===== config.mk =====
export PLATFORM = sky130hd
export DESIGN_NAME = masked_hpc3_and_chain
export DESIGN_NICKNAME = d
export VERILOG_FILES = /design/src/rtl/masked_hpc3_and_chain_pkg.sv /design/src/rtl/masked_hpc3_and_chain_mul.sv /design/src/rtl/masked_hpc3_and_chain_sched.sv /design/src/rtl/masked_hpc3_and_chain.sv
export SDC_FILE = /design/constraint.sdc
export NUM_CORES = 1
export LEC_CHECK = 0
export ABC_CLOCK_PERIOD_IN_PS = 1900
export CORE_MARGIN = 2
export CORE_UTILIZATION = 45
export DETAILED_ROUTE_END_ITERATION = 12
export HOLD_SLACK_MARGIN = 0.03
export MAX_ROUTING_LAYER = met4
export PLACE_DENSITY = 0.68
export RECOVER_POWER = 50
export REMOVE_ABC_BUFFERS = 1
export SYNTH_ARGS = -nofsm -noshare
export SYNTH_HDL_FRONTEND = slang
export SYNTH_SLANG_ARGS = --single-unit

===== constraint.sdc =====
create_clock -name in_clock -period 1.9 [get_ports in_clock]
set_clock_uncertainty 0.05 [all_clocks]
set_input_delay 0.38 -clock in_clock [delete_from_list [all_inputs] [get_ports in_clock]]
set_output_delay 0.38 -clock in_clock [all_outputs]
set_load 0.01 [all_outputs]

===== src/rtl/masked_hpc3_and_chain_pkg.sv =====
// Shared helpers for the masked HPC3 AND chain: fresh-randomness count,
// share-pair indexing into the r/p vectors, and tap index width.
package masked_hpc3_and_chain_pkg;

    function automatic int num_quad(input int shares);
        return shares * (shares - 1) / 2;
    endfunction

    // Both orderings of a share pair map to the same slot so that r_ij == r_ji and p_ij == p_ji.
    function automatic int pair_idx(input int shares, input int i, input int j);
        int lo;
        int hi;
        lo = (i < j) ? i : j;
        hi = (i < j) ? j : i;
        if (lo == hi) begin
            return 0;
        end
        return lo * shares - (lo * (lo + 1)) / 2 + (hi - lo - 1);
    endfunction

    function automatic int tap_width(input int stages);
        return (stages < 2) ? 1 : $clog2(stages);
    endfunction

endpackage


===== src/rtl/masked_hpc3_and_chain_mul.sv =====
// First-order HPC3 masked multiplier (lane-wise AND of two sharings), one register stage.
// DELAY_BR=1 accepts b and r one cycle ahead of a and registers b^r before use.
module masked_hpc3_1_mul_skewed
    import masked_hpc3_and_chain_pkg::*;
#(
    parameter int NUM_SHARES = 2,
    parameter int BIT_WIDTH  = 1,
    parameter int DELAY_BR   = 1,
    localparam int NUM_QUAD  = num_quad(NUM_SHARES)
) (
    input  logic                                in_clock,
    input  logic                                in_reset,
    input  logic [NUM_SHARES-1:0][BIT_WIDTH-1:0] in_a,
    input  logic [NUM_SHARES-1:0][BIT_WIDTH-1:0] in_b,
    input  logic [NUM_QUAD-1:0][BIT_WIDTH-1:0]   in_r,
    input  logic [NUM_QUAD-1:0][BIT_WIDTH-1:0]   in_p,
    output logic [NUM_SHARES-1:0][BIT_WIDTH-1:0] out_c
);

    logic [NUM_SHARES-1:0][NUM_SHARES-1:0][BIT_WIDTH-1:0] w_x;
    logic [NUM_SHARES-1:0][NUM_SHARES-1:0][BIT_WIDTH-1:0] r_u;
    logic [NUM_SHARES-1:0][NUM_SHARES-1:0][BIT_WIDTH-1:0] r_v;
    logic [NUM_SHARES-1:0][BIT_WIDTH-1:0]                 w_b;
    logic [NUM_SHARES-1:0][BIT_WIDTH-1:0]                 r_ab;
    logic [NUM_QUAD-1:0][BIT_WIDTH-1:0]                   w_r;

    generate
        if (DELAY_BR != 0) begin : g_skew
            logic [NUM_SHARES-1:0][NUM_SHARES-1:0][BIT_WIDTH-1:0] r_x;
            logic [NUM_SHARES-1:0][BIT_WIDTH-1:0]                 r_b;
            logic [NUM_QUAD-1:0][BIT_WIDTH-1:0]                   r_r;

            always_ff @(posedge in_clock or negedge in_reset) begin
                if (!in_reset) begin
                    r_x <= '0;
                    r_b <= '0;
                    r_r <= '0;
                end else begin
                    for (int i = 0; i < NUM_SHARES; i++) begin
                        for (int j = 0; j < NUM_SHARES; j++) begin
                            if (i == j) begin
                                r_x[i][j] <= '0;
                            end else begin
                                r_x[i][j] <= in_b[j] ^ in_r[pair_idx(NUM_SHARES, i, j)];
                            end
                        end
                    end
                    r_b <= in_b;
                    r_r <= in_r;
                end
            end

            assign w_x = r_x;
            assign w_b = r_b;
            assign w_r = r_r;
        end else begin : g_direct
            always_comb begin
                w_x = '0;
                for (int i = 0; i < NUM_SHARES; i++) begin
                    for (int j = 0; j < NUM_SHARES; j++) begin
                        if (i != j) begin
                            w_x[i][j] = in_b[j] ^ in_r[pair_idx(NUM_SHARES, i, j)];
                        end
                    end
                end
            end

            assign w_b = in_b;
            assign w_r = in_r;
        end
    endgenerate

    // Every partial product is registered before any share compression to stop glitch leakage.
    always_ff @(posedge in_clock or negedge in_reset) begin
        if (!in_reset) begin
            r_ab <= '0;
            r_u  <= '0;
            r_v  <= '0;
        end else begin
            for (int i = 0; i < NUM_SHARES; i++) begin
                r_ab[i] <= in_a[i] & w_b[i];
                for (int j = 0; j < NUM_SHARES; j++) begin
                    if (i == j) begin
                        r_u[i][j] <= '0;
                        r_v[i][j] <= '0;
                    end else begin
                        r_u[i][j] <= in_a[i] & w_x[i][j];
                        r_v[i][j] <= (~in_a[i] & w_r[pair_idx(NUM_SHARES, i, j)])
                                     ^ in_p[pair_idx(NUM_SHARES, i, j)];
                    end
                end
            end
        end
    end

    always_comb begin
        out_c = r_ab;
        for (int i = 0; i < NUM_SHARES; i++) begin
            for (int j = 0; j < NUM_SHARES; j++) begin
                out_c[i] = out_c[i] ^ r_u[i][j] ^ r_v[i][j];
            end
        end
    end

endmodule

module masked_hpc3_1_mul
    import masked_hpc3_and_chain_pkg::*;
#(
    parameter int NUM_SHARES = 2,
    parameter int BIT_WIDTH  = 1,
    localparam int NUM_QUAD  = num_quad(NUM_SHARES)
) (
    input  logic                                in_clock,
    input  logic                                in_reset,
    input  logic [NUM_SHARES-1:0][BIT_WIDTH-1:0] in_a,
    input  logic [NUM_SHARES-1:0][BIT_WIDTH-1:0] in_b,
    input  logic [NUM_QUAD-1:0][BIT_WIDTH-1:0]   in_r,
    input  logic [NUM_QUAD-1:0][BIT_WIDTH-1:0]   in_p,
    output logic [NUM_SHARES-1:0][BIT_WIDTH-1:0] out_c
);

    masked_hpc3_1_mul_skewed #(
        .NUM_SHARES(NUM_SHARES),
        .BIT_WIDTH (BIT_WIDTH),
        .DELAY_BR  (0)
    ) u_core (
        .in_clock(in_clock),
        .in_reset(in_reset),
        .in_a    (in_a),
        .in_b    (in_b),
        .in_r    (in_r),
        .in_p    (in_p),
        .out_c   (out_c)
    );

endmodule


===== src/rtl/masked_hpc3_and_chain_sched.sv =====
// Exit-slot scheduler: books one exit cycle per token and tracks valid/tap tags down the chain.
module masked_hpc3_exit_scheduler
    import masked_hpc3_and_chain_pkg::*;
#(
    parameter int NUM_STAGES = 4,
    localparam int TAP_W     = tap_width(NUM_STAGES)
) (
    input  logic             in_clock,
    input  logic             in_reset,
    input  logic             in_valid,
    input  logic [TAP_W-1:0] in_tap,
    output logic             out_ready,
    output logic             out_valid,
    output logic [TAP_W-1:0] out_tap
);

    logic [NUM_STAGES-1:0]            r_res;
    logic [NUM_STAGES-1:0]            w_resShift;
    logic [NUM_STAGES-1:0]            w_tapHot;
    logic [NUM_STAGES-1:0]            r_vld;
    logic [NUM_STAGES-1:0][TAP_W-1:0] r_tag;
    logic                             w_accept;

    assign w_resShift = r_res >> 1;

    // Out-of-range taps match no slot, so they are never ready.
    always_comb begin
        out_ready = 1'b0;
        w_tapHot  = '0;
        for (int i = 0; i < NUM_STAGES; i++) begin
            if (in_tap == TAP_W'(i)) begin
                out_ready   = ~w_resShift[i];
                w_tapHot[i] = 1'b1;
            end
        end
    end

    assign w_accept = in_valid & out_ready;

    always_ff @(posedge in_clock or negedge in_reset) begin
        if (!in_reset) begin
            r_res <= '0;
            r_vld <= '0;
            r_tag <= '0;
        end else begin
            r_res    <= w_resShift | (w_accept ? w_tapHot : '0);
            r_vld    <= {r_vld[NUM_STAGES-2:0], w_accept};
            r_tag[0] <= in_tap;
            for (int i = 1; i < NUM_STAGES; i++) begin
                r_tag[i] <= r_tag[i-1];
            end
        end
    end

    // A token leaves when its age equals its tap; reservations guarantee at most one match.
    always_comb begin
        out_valid = 1'b0;
        out_tap   = '0;
        for (int i = 0; i < NUM_STAGES; i++) begin
            if (r_vld[i] && (r_tag[i] == TAP_W'(i))) begin
                out_valid = 1'b1;
                out_tap   = r_tag[i];
            end
        end
    end

endmodule


===== src/rtl/masked_hpc3_and_chain.sv =====
// Chain of NUM_STAGES HPC3 multipliers computing a & b_0 & ... & b_j, with per-token
// output tap selection and a collision-free exit schedule.
module masked_hpc3_and_chain
    import masked_hpc3_and_chain_pkg::*;
#(
    parameter int NUM_SHARES = 2,
    parameter int BIT_WIDTH  = 1,
    parameter int NUM_STAGES = 4,
    localparam int NUM_QUAD  = num_quad(NUM_SHARES),
    localparam int TAP_W     = tap_width(NUM_STAGES)
) (
    input  logic                                                in_clock,
    input  logic                                                in_reset,
    input  logic                                                in_valid,
    output logic                                                in_ready,
    input  logic [TAP_W-1:0]                                    in_tap,
    input  logic [NUM_SHARES-1:0][BIT_WIDTH-1:0]                in_a,
    input  logic [NUM_STAGES-1:0][NUM_SHARES-1:0][BIT_WIDTH-1:0] in_b,
    input  logic [NUM_STAGES-1:0][NUM_QUAD-1:0][BIT_WIDTH-1:0]   in_r,
    input  logic [NUM_STAGES-1:0][NUM_QUAD-1:0][BIT_WIDTH-1:0]   in_p,
    output logic                                                out_valid,
    output logic [TAP_W-1:0]                                    out_tap,
    output logic [NUM_SHARES-1:0][BIT_WIDTH-1:0]                out_d
);

    logic [NUM_STAGES-1:0][NUM_SHARES-1:0][BIT_WIDTH-1:0] w_d;
    logic [NUM_SHARES-1:0][BIT_WIDTH-1:0]                 w_sel;

    masked_hpc3_exit_scheduler #(
        .NUM_STAGES(NUM_STAGES)
    ) u_sched (
        .in_clock (in_clock),
        .in_reset (in_reset),
        .in_valid (in_valid),
        .in_tap   (in_tap),
        .out_ready(in_ready),
        .out_valid(out_valid),
        .out_tap  (out_tap)
    );

    generate
        for (genvar k = 0; k < NUM_STAGES; k++) begin : g_stage
            if (k == 0) begin : g_head
                masked_hpc3_1_mul #(
                    .NUM_SHARES(NUM_SHARES),
                    .BIT_WIDTH (BIT_WIDTH)
                ) u_mul (
                    .in_clock(in_clock),
                    .in_reset(in_reset),
                    .in_a    (in_a),
                    .in_b    (in_b[0]),
                    .in_r    (in_r[0]),
                    .in_p    (in_p[0]),
                    .out_c   (w_d[0])
                );
            end else begin : g_tail
                logic [NUM_SHARES-1:0][BIT_WIDTH-1:0] w_bk;

                // b_k waits k-1 cycles so it meets its token's a one cycle before the multiply.
                if (k == 1) begin : g_noline
                    assign w_bk = in_b[k];
                end else begin : g_line
                    logic [k-2:0][NUM_SHARES-1:0][BIT_WIDTH-1:0] r_line;

                    always_ff @(posedge in_clock or negedge in_reset) begin
                        if (!in_reset) begin
                            r_line <= '0;
                        end else begin
                            r_line[0] <= in_b[k];
                            for (int d = 1; d < k - 1; d++) begin
                                r_line[d] <= r_line[d-1];
                            end
                        end
                    end

                    assign w_bk = r_line[k-2];
                end

                masked_hpc3_1_mul_skewed #(
                    .NUM_SHARES(NUM_SHARES),
                    .BIT_WIDTH (BIT_WIDTH),
                    .DELAY_BR  (1)
                ) u_mul (
                    .in_clock(in_clock),
                    .in_reset(in_reset),
                    .in_a    (w_d[k-1]),
                    .in_b    (w_bk),
                    .in_r    (in_r[k]),
                    .in_p    (in_p[k]),
                    .out_c   (w_d[k])
                );
            end
        end
    endgenerate

    always_comb begin
        w_sel = '0;
        for (int k = 0; k < NUM_STAGES; k++) begin
            if (out_tap == TAP_W'(k)) begin
                w_sel = w_d[k];
            end
        end
        out_d = out_valid ? w_sel : '0;
    end

endmodule


== After elaboration in Yosys (flattened, before gate mapping) ==
Index checks and enable logic that the tools add are counted.

* Eq/ne operators: 9
* Multiplexer cells: 22
* Bitwise gates (word level): 69
* Reduce and logical (&&, ||, !) cells: 7

{| class="wikitable"
|+ Operators with widths
! cell !! number
|-
| bitwise XOR 1 bit || 32
|-
| AND 1 bit || 25
|-
| 2-to-1 mux 2 bit || 9
|-
| == test 2 bit, second input constant || 6
|-
| 2-to-1 mux 1 bit || 12
|-
| NOT 1 bit || 11
|-
| == test 2 x 1 -> 1 bit, second input constant || 3
|-
| logical NOT 2 bit || 3
|-
| logical AND 1 bit || 4
|-
| 2-to-1 mux 4 bit || 1
|-
| OR 3 x 4 -> 4 bit || 1
|}

* Bits in registers: 61
* Input bits: 23
* Output and inout port bits: 6
* Logic and storage cells: 158

== Logic depth before layout (Yosys ltp) ==
* Depth after elaboration: 12
* Depth in mapped cells: 3
* Depth with buffers taken out: 3

== By module ==
From an unflattened synthesis, not the netlist that was laid out.

* Cell total of the unflattened synthesis: 139
* Area, all modules: 2,125.8 µm²

{| class="wikitable"
|+ By module, submodules not included
! module !! times used !! cells an instance !! area each (µm²) !! sequential area each (µm²)
|-
| masked_hpc3_1_mul_skewed (g_stage[1].g_tail.u_mul ...) || 3 || 25 || 382.9 || 275.3
|-
| masked_hpc3_exit_scheduler || 1 || 34 || 504.2 || 375.4
|-
| masked_hpc3_1_mul_skewed (g_stage[0].g_head.u_mul.u_core) || 1 || 20 || 257.7 || 150.1
|-
| masked_hpc3_and_chain || 1 || 10 || 215.2 || 150.1
|}

== Least setup slack after synthesis ==
No wires, ideal clock.

* Kind: flip-flop to output port
* Start: register u_sched.r_vld[2]
* End: output out_d[0] (netlist name)
* Data arrival time: 1,190 ps
* Data required time: 1,470 ps
* Path slack: 280 ps
* Cell stages (with the launch flop): 4
* Buffers on the path: 0
* Cell sequence: dfrtp_1 and3b_1 or2_4 o311a_1

{| class="wikitable"
|+ RTL lines
! element !! RTL line !! text
|-
| from (decl) || masked_hpc3_and_chain_sched.sv:20 || <nowiki>logic [NUM_STAGES-1:0] r_vld;</nowiki>
|-
| from (signal assigned) || masked_hpc3_and_chain_sched.sv:47 || <nowiki>r_vld <= {r_vld[NUM_STAGES-2:0], w_accept};</nowiki>
|-
| to (decl) || masked_hpc3_and_chain.sv:23 || <nowiki>output logic [NUM_SHARES-1:0][BIT_WIDTH-1:0] out_d</nowiki>
|}

==> reports/results.txt <==
The worst path needs 2.08 ns of the cycle, external delays included. After floorplanning, the core was sized to cover 4660 um2. At the worst endpoint, the arrival time is 1.65 ns. Row generation in the floorplan step produced 25 rows. After Yosys synthesis, XOR and XNOR cells account for 14.9% of the synthesized area. For the pin count of the biggest net entering global routing, the log shows 47. Of the cells placed in the final design, the portion with a size suffix greater than 1 is 21.8%. The startpoint identified for the worst hold timing path is g_stage[3].g_tail.g_line.r_line[1]. The instance count of the mapped netlist was 138. For flop-to-flop paths, the worst setup slack is 0.43 ns. The checks that failed: setup timing. The switching share of total power was 22.1%; the final clock period utilization by the worst path was 109%. Of the total power, registers draw 41.3%. Setup repair after global routing could not meet its margin everywhere. For the normalized max-slew margin, the log shows 52.1%.

The slowest stage of the critical path belongs to the cell sky130_fd_sc_hd__xnor3_1. The largest family of logic cells by synthesized area is XOR/XNOR gates. CTS saw 60 sinks. Tracing the worst setup path back leads to its startpoint at g_stage[1].g_tail.u_mul.r_u[1].

For this run, the top clock speed supported by timing is 0.482 GHz. 0 antenna diodes ended up in the layout. The number of detailed-route iterations in the first pass is 4, and the count of buffers inserted at the top-level ports is 28. The via count came out at 1200. The beginning of the worst register-to-register path is g_stage[1].g_tail.u_mul.r_u[2].

The clock tree synthesis step divided the H-tree into 3 levels. Starting density of the core: 46.1%. The run gives 40 as the violation count after the first detailed-route iteration.

Cells fill 61.9% of the core in the end. Critical setup path kind: reg2out. Internal power comes to 2890 uW.

Global routing finished with a remaining overflow of 0. The number of global-route vias before repair was 1268. The worst hold path class is reg2reg. The clock reaches the later pin of the worst-skew pair after 0.32 ns. For the final setup violation count, the log shows 4. The netlist area before placement came out at 2150 um2. On the critical path the largest part of the delay comes from XOR/XNOR gates. The area growth from synthesis to layout is 34.2%. The run finished, with violations left. Walking the worst path, the cells encountered are xnor3_1, nor2_1, o311a_1, buf_2. In this run the worst path has a maximum fanout of 2.

The combined buffer and inverter count along the critical path works out to 1. The CTS buffer count was 9. The run gives 0.299 ns as the worst hold slack. The slew at the pin closest to its max-slew limit is 0.719 ns. STA classifies the critical path endpoint as an output pin. Global routing used 15.2% of the available tracks.

The power per standard cell area was 1290 nW/um2. Prior to clock tree synthesis, the placed netlist has a worst setup slack of -0.439 ns. The count of final hold-check violations was 0; the post-route antenna net violation count was 0. The logs give 0 for the number of max-slew violations in the final report and 69.9% for the sequential share of the synthesized area. The synthesized netlist devotes 11.6% of its cell area to simple gates. TritonCTS built the clock tree. Wires add up to 3.44 mm. The multiplexer share of the synthesized area was 0.466%; the portion of total power attributed to combinational logic was 21.0%.

In this run the number of cells on the critical path is 4. No sink is reached through more buffers than the 2 on the longest clock path. The capturing point of the worst reg2reg path was g_stage[2].g_tail.u_mul.r_v[2]. The post-layout worst setup margin is -0.176 ns. The switching component of the power is 819 uW. The via density per instance was 4.69.

The estimated wirelength of the detail-placed design was 2.48 mm. Yosys printed 0 warnings. Summed over all cells, the static leakage comes to 0.00136 uW.

The kind of launch point of the worst setup path is a flip-flop. The delay contributed by the slowest stage of the critical path was 0.40 ns. After detailed routing, the average wire length per cell comes to 13.4 um.

29 I/O pins were placed. Counting flops and latches in the post-synthesis netlist gives 60. Total power for the finished layout comes to 3710 uW. The tools report the count of nets after finishing as 220. The vertical extent of the die was 73.1 um.

Summing the areas of all compound-gate instances in the mapped netlist gives 2.56% of the synthesized area. The number of maximum-capacitance constraint violations is 0, and the initial antenna violation count is 0. The first global-routing pass estimated 5.66 mm of wire. After Yosys synthesis, full adders, half adders and majority gates account for 0% of the synthesized area. A synthesized cell averages 15.6 um2. The die covers 5340 um2.

The part of the total power dissipated in the clock network was 37.7%; the number of cell instances on the worst register-to-register path was 6. The clock-pin slew on the worst setup and hold paths is 0.06 ns. After synthesis, the netlist uses 25 different library cells. The congestion estimate from routability-driven global placement came to 0.780. At the worst endpoint, the required time is 1.47 ns. Following the worst setup path forward leads to its endpoint at out_d[0].

The die boundary width works out to 73.1 um. DRC violation count after routing: 0. The run gives 0.000548 V as the highest ir drop seen on vdd. Clock root buffer: sky130_fd_sc_hd__clkbuf_8.
## power by group through the flow
| stage | combinational, uW | sequential [uW] | clock (uW) |
|---|---|---|---|
| 4_1_cts | 763 | 1540 | 1420 |
| 3_3_place_gp | 712 | 1540 | 0 |
| 5_1_grt | 840 | 1550 | 1470 |
| 3_5_place_dp | 739 | 1560 | 0 |
| 2_1_floorplan | 424 | 1530 | 0 |
| 6_report | 780 | 1530 | 1400 |
## layer usage
metal	global-route usage [%]	vias up	routed length (um)
met4	8.64	0	87
met3	4.14	10	136
met1	17.5	590	1430
met2	23.7	26	1780
met5	-	-	0
li1	-	574	-
## how the worst min path moves through the flow
| stage | endpoint | slack, ns | cells past startpoint |
|---|---|---|---|
| 6_report | g_stage[3].g_tail.g_line.r_line[3] | 0.30 | 0 |
| 5_1_grt | g_stage[3].g_tail.g_line.r_line[3] | 0.31 | 0 |
| 4_1_cts | g_stage[3].g_tail.g_line.r_line[3] | 0.30 | 0 |
| 3_5_place_dp | g_stage[0].g_head.u_mul.u_core.r_u[1] | 0.25 | 1 |
| 3_3_place_gp | g_stage[0].g_head.u_mul.u_core.r_u[1] | 0.25 | 1 |
| 2_1_floorplan | g_stage[0].g_head.u_mul.u_core.r_ab[0] | 0.03 | 0 |
## cell type report
cell class	count	area [um2]
clock buffers	12	155
clock inverters	4	95.1
fillers	347	1780
inverters	3	11.3
multi-input cells	75	648
flip-flops and latches	60	1500
well taps	54	67.6
repair buffers	48	404
## flip-flops by register name (all words and copies together), names as in the netlist
register,count
g_stage.g_head.u_mul.u_core.r_v,2
g_stage.g_tail.u_mul.g_skew.r_r,3
u_sched.r_tag,8
g_stage.g_tail.u_mul.r_ab,6
u_sched.r_res,3
g_stage.g_tail.u_mul.r_u,6
g_stage.g_tail.g_line.r_line,6
g_stage.g_head.u_mul.u_core.r_ab,2
g_stage.g_head.u_mul.u_core.r_u,2
g_stage.g_tail.u_mul.r_v,6
g_stage.g_tail.u_mul.g_skew.r_b,6
u_sched.r_vld,4
g_stage.g_tail.u_mul.g_skew.r_x,6
## stage by stage
step / instances / cell area [um2] / setup TNS, ns
finish: 256 / 2880 / -0.398
global route: 256 / 2880 / -4.31
CTS: 251 / 2860 / -0.391
detailed placement: 232 / 2590 / -0.944
global placement: 232 / 2590 / -0.811
floorplan: 138 / 2150 / 0
## synth_stat cells
| master | n | area (um2) |
|---|---|---|
| sky130_fd_sc_hd__xnor3_1 | 8 | 180 |
| sky130_fd_sc_hd__nand2b_1 | 2 | 12.5 |
| sky130_fd_sc_hd__a31oi_1 | 1 | 6.26 |
| sky130_fd_sc_hd__nand2_1 | 9 | 33.8 |
| sky130_fd_sc_hd__o311a_1 | 2 | 20.0 |
| sky130_fd_sc_hd__o31ai_1 | 1 | 7.51 |
| sky130_fd_sc_hd__o21ai_0 | 1 | 5.00 |
| sky130_fd_sc_hd__and2_1 | 4 | 25.0 |
| sky130_fd_sc_hd__mux2i_1 | 1 | 10.0 |
| sky130_fd_sc_hd__dfrtp_1 | 60 | 1500 |
| sky130_fd_sc_hd__nor2_1 | 4 | 15.0 |
| sky130_fd_sc_hd__nor3_1 | 2 | 10.0 |
| sky130_fd_sc_hd__nand3b_1 | 2 | 15.0 |
| sky130_fd_sc_hd__and3b_1 | 2 | 17.5 |
| sky130_fd_sc_hd__xor2_1 | 8 | 70.1 |
| sky130_fd_sc_hd__nor2b_1 | 10 | 62.6 |
| sky130_fd_sc_hd__or3b_1 | 1 | 8.76 |
| sky130_fd_sc_hd__inv_1 | 3 | 11.3 |
| sky130_fd_sc_hd__xnor2_1 | 8 | 70.1 |
| sky130_fd_sc_hd__a311oi_1 | 1 | 8.76 |
| sky130_fd_sc_hd__nand3_1 | 3 | 15.0 |
| sky130_fd_sc_hd__or2_4 | 1 | 8.76 |
| sky130_fd_sc_hd__o21bai_1 | 1 | 7.51 |
| sky130_fd_sc_hd__and2b_1 | 2 | 15.0 |
| sky130_fd_sc_hd__and3_4 | 1 | 11.3 |
## logic make-up after synthesis
family | after synthesis
flops | 60
mux | 1
buf+inv | 3
xor+xnor | 24
simple gates | 43
compound gates | 7
## cell usage in the layout, fill, tap and decap left out, types with 3 or more instances in the layout
cell type | synthesis | layout
sky130_fd_sc_hd__xnor3_1 | 8 | 8
sky130_fd_sc_hd__clkdlybuf4s50_1 | 0 | 7
sky130_fd_sc_hd__clkbuf_8 | 0 | 11
sky130_fd_sc_hd__xnor2_1 | 8 | 8
sky130_fd_sc_hd__nor2b_1 | 10 | 10
sky130_fd_sc_hd__dfrtp_1 | 60 | 60
sky130_fd_sc_hd__buf_2 | 0 | 4
sky130_fd_sc_hd__clkbuf_1 | 0 | 3
sky130_fd_sc_hd__nor2_1 | 4 | 4
sky130_fd_sc_hd__xor2_1 | 8 | 8
sky130_fd_sc_hd__nand2_1 | 9 | 9
sky130_fd_sc_hd__nand3_1 | 3 | 3
sky130_fd_sc_hd__dlygate4sd3_1 | 0 | 14
sky130_fd_sc_hd__bufinv_16 | 0 | 3
sky130_fd_sc_hd__buf_4 | 0 | 17
sky130_fd_sc_hd__inv_1 | 3 | 3
## what timing repair did
action / CTS / global route
pin swaps: 5 / 6
resized for setup: 25 / 1
buffers inserted: 2 / 5
endpoints found under the hold margin: 14 / 0
endpoints found under the setup margin: 6 / 4
hold buffers: 1 / 0
Note: power is estimated with default switching activity, not from simulation.
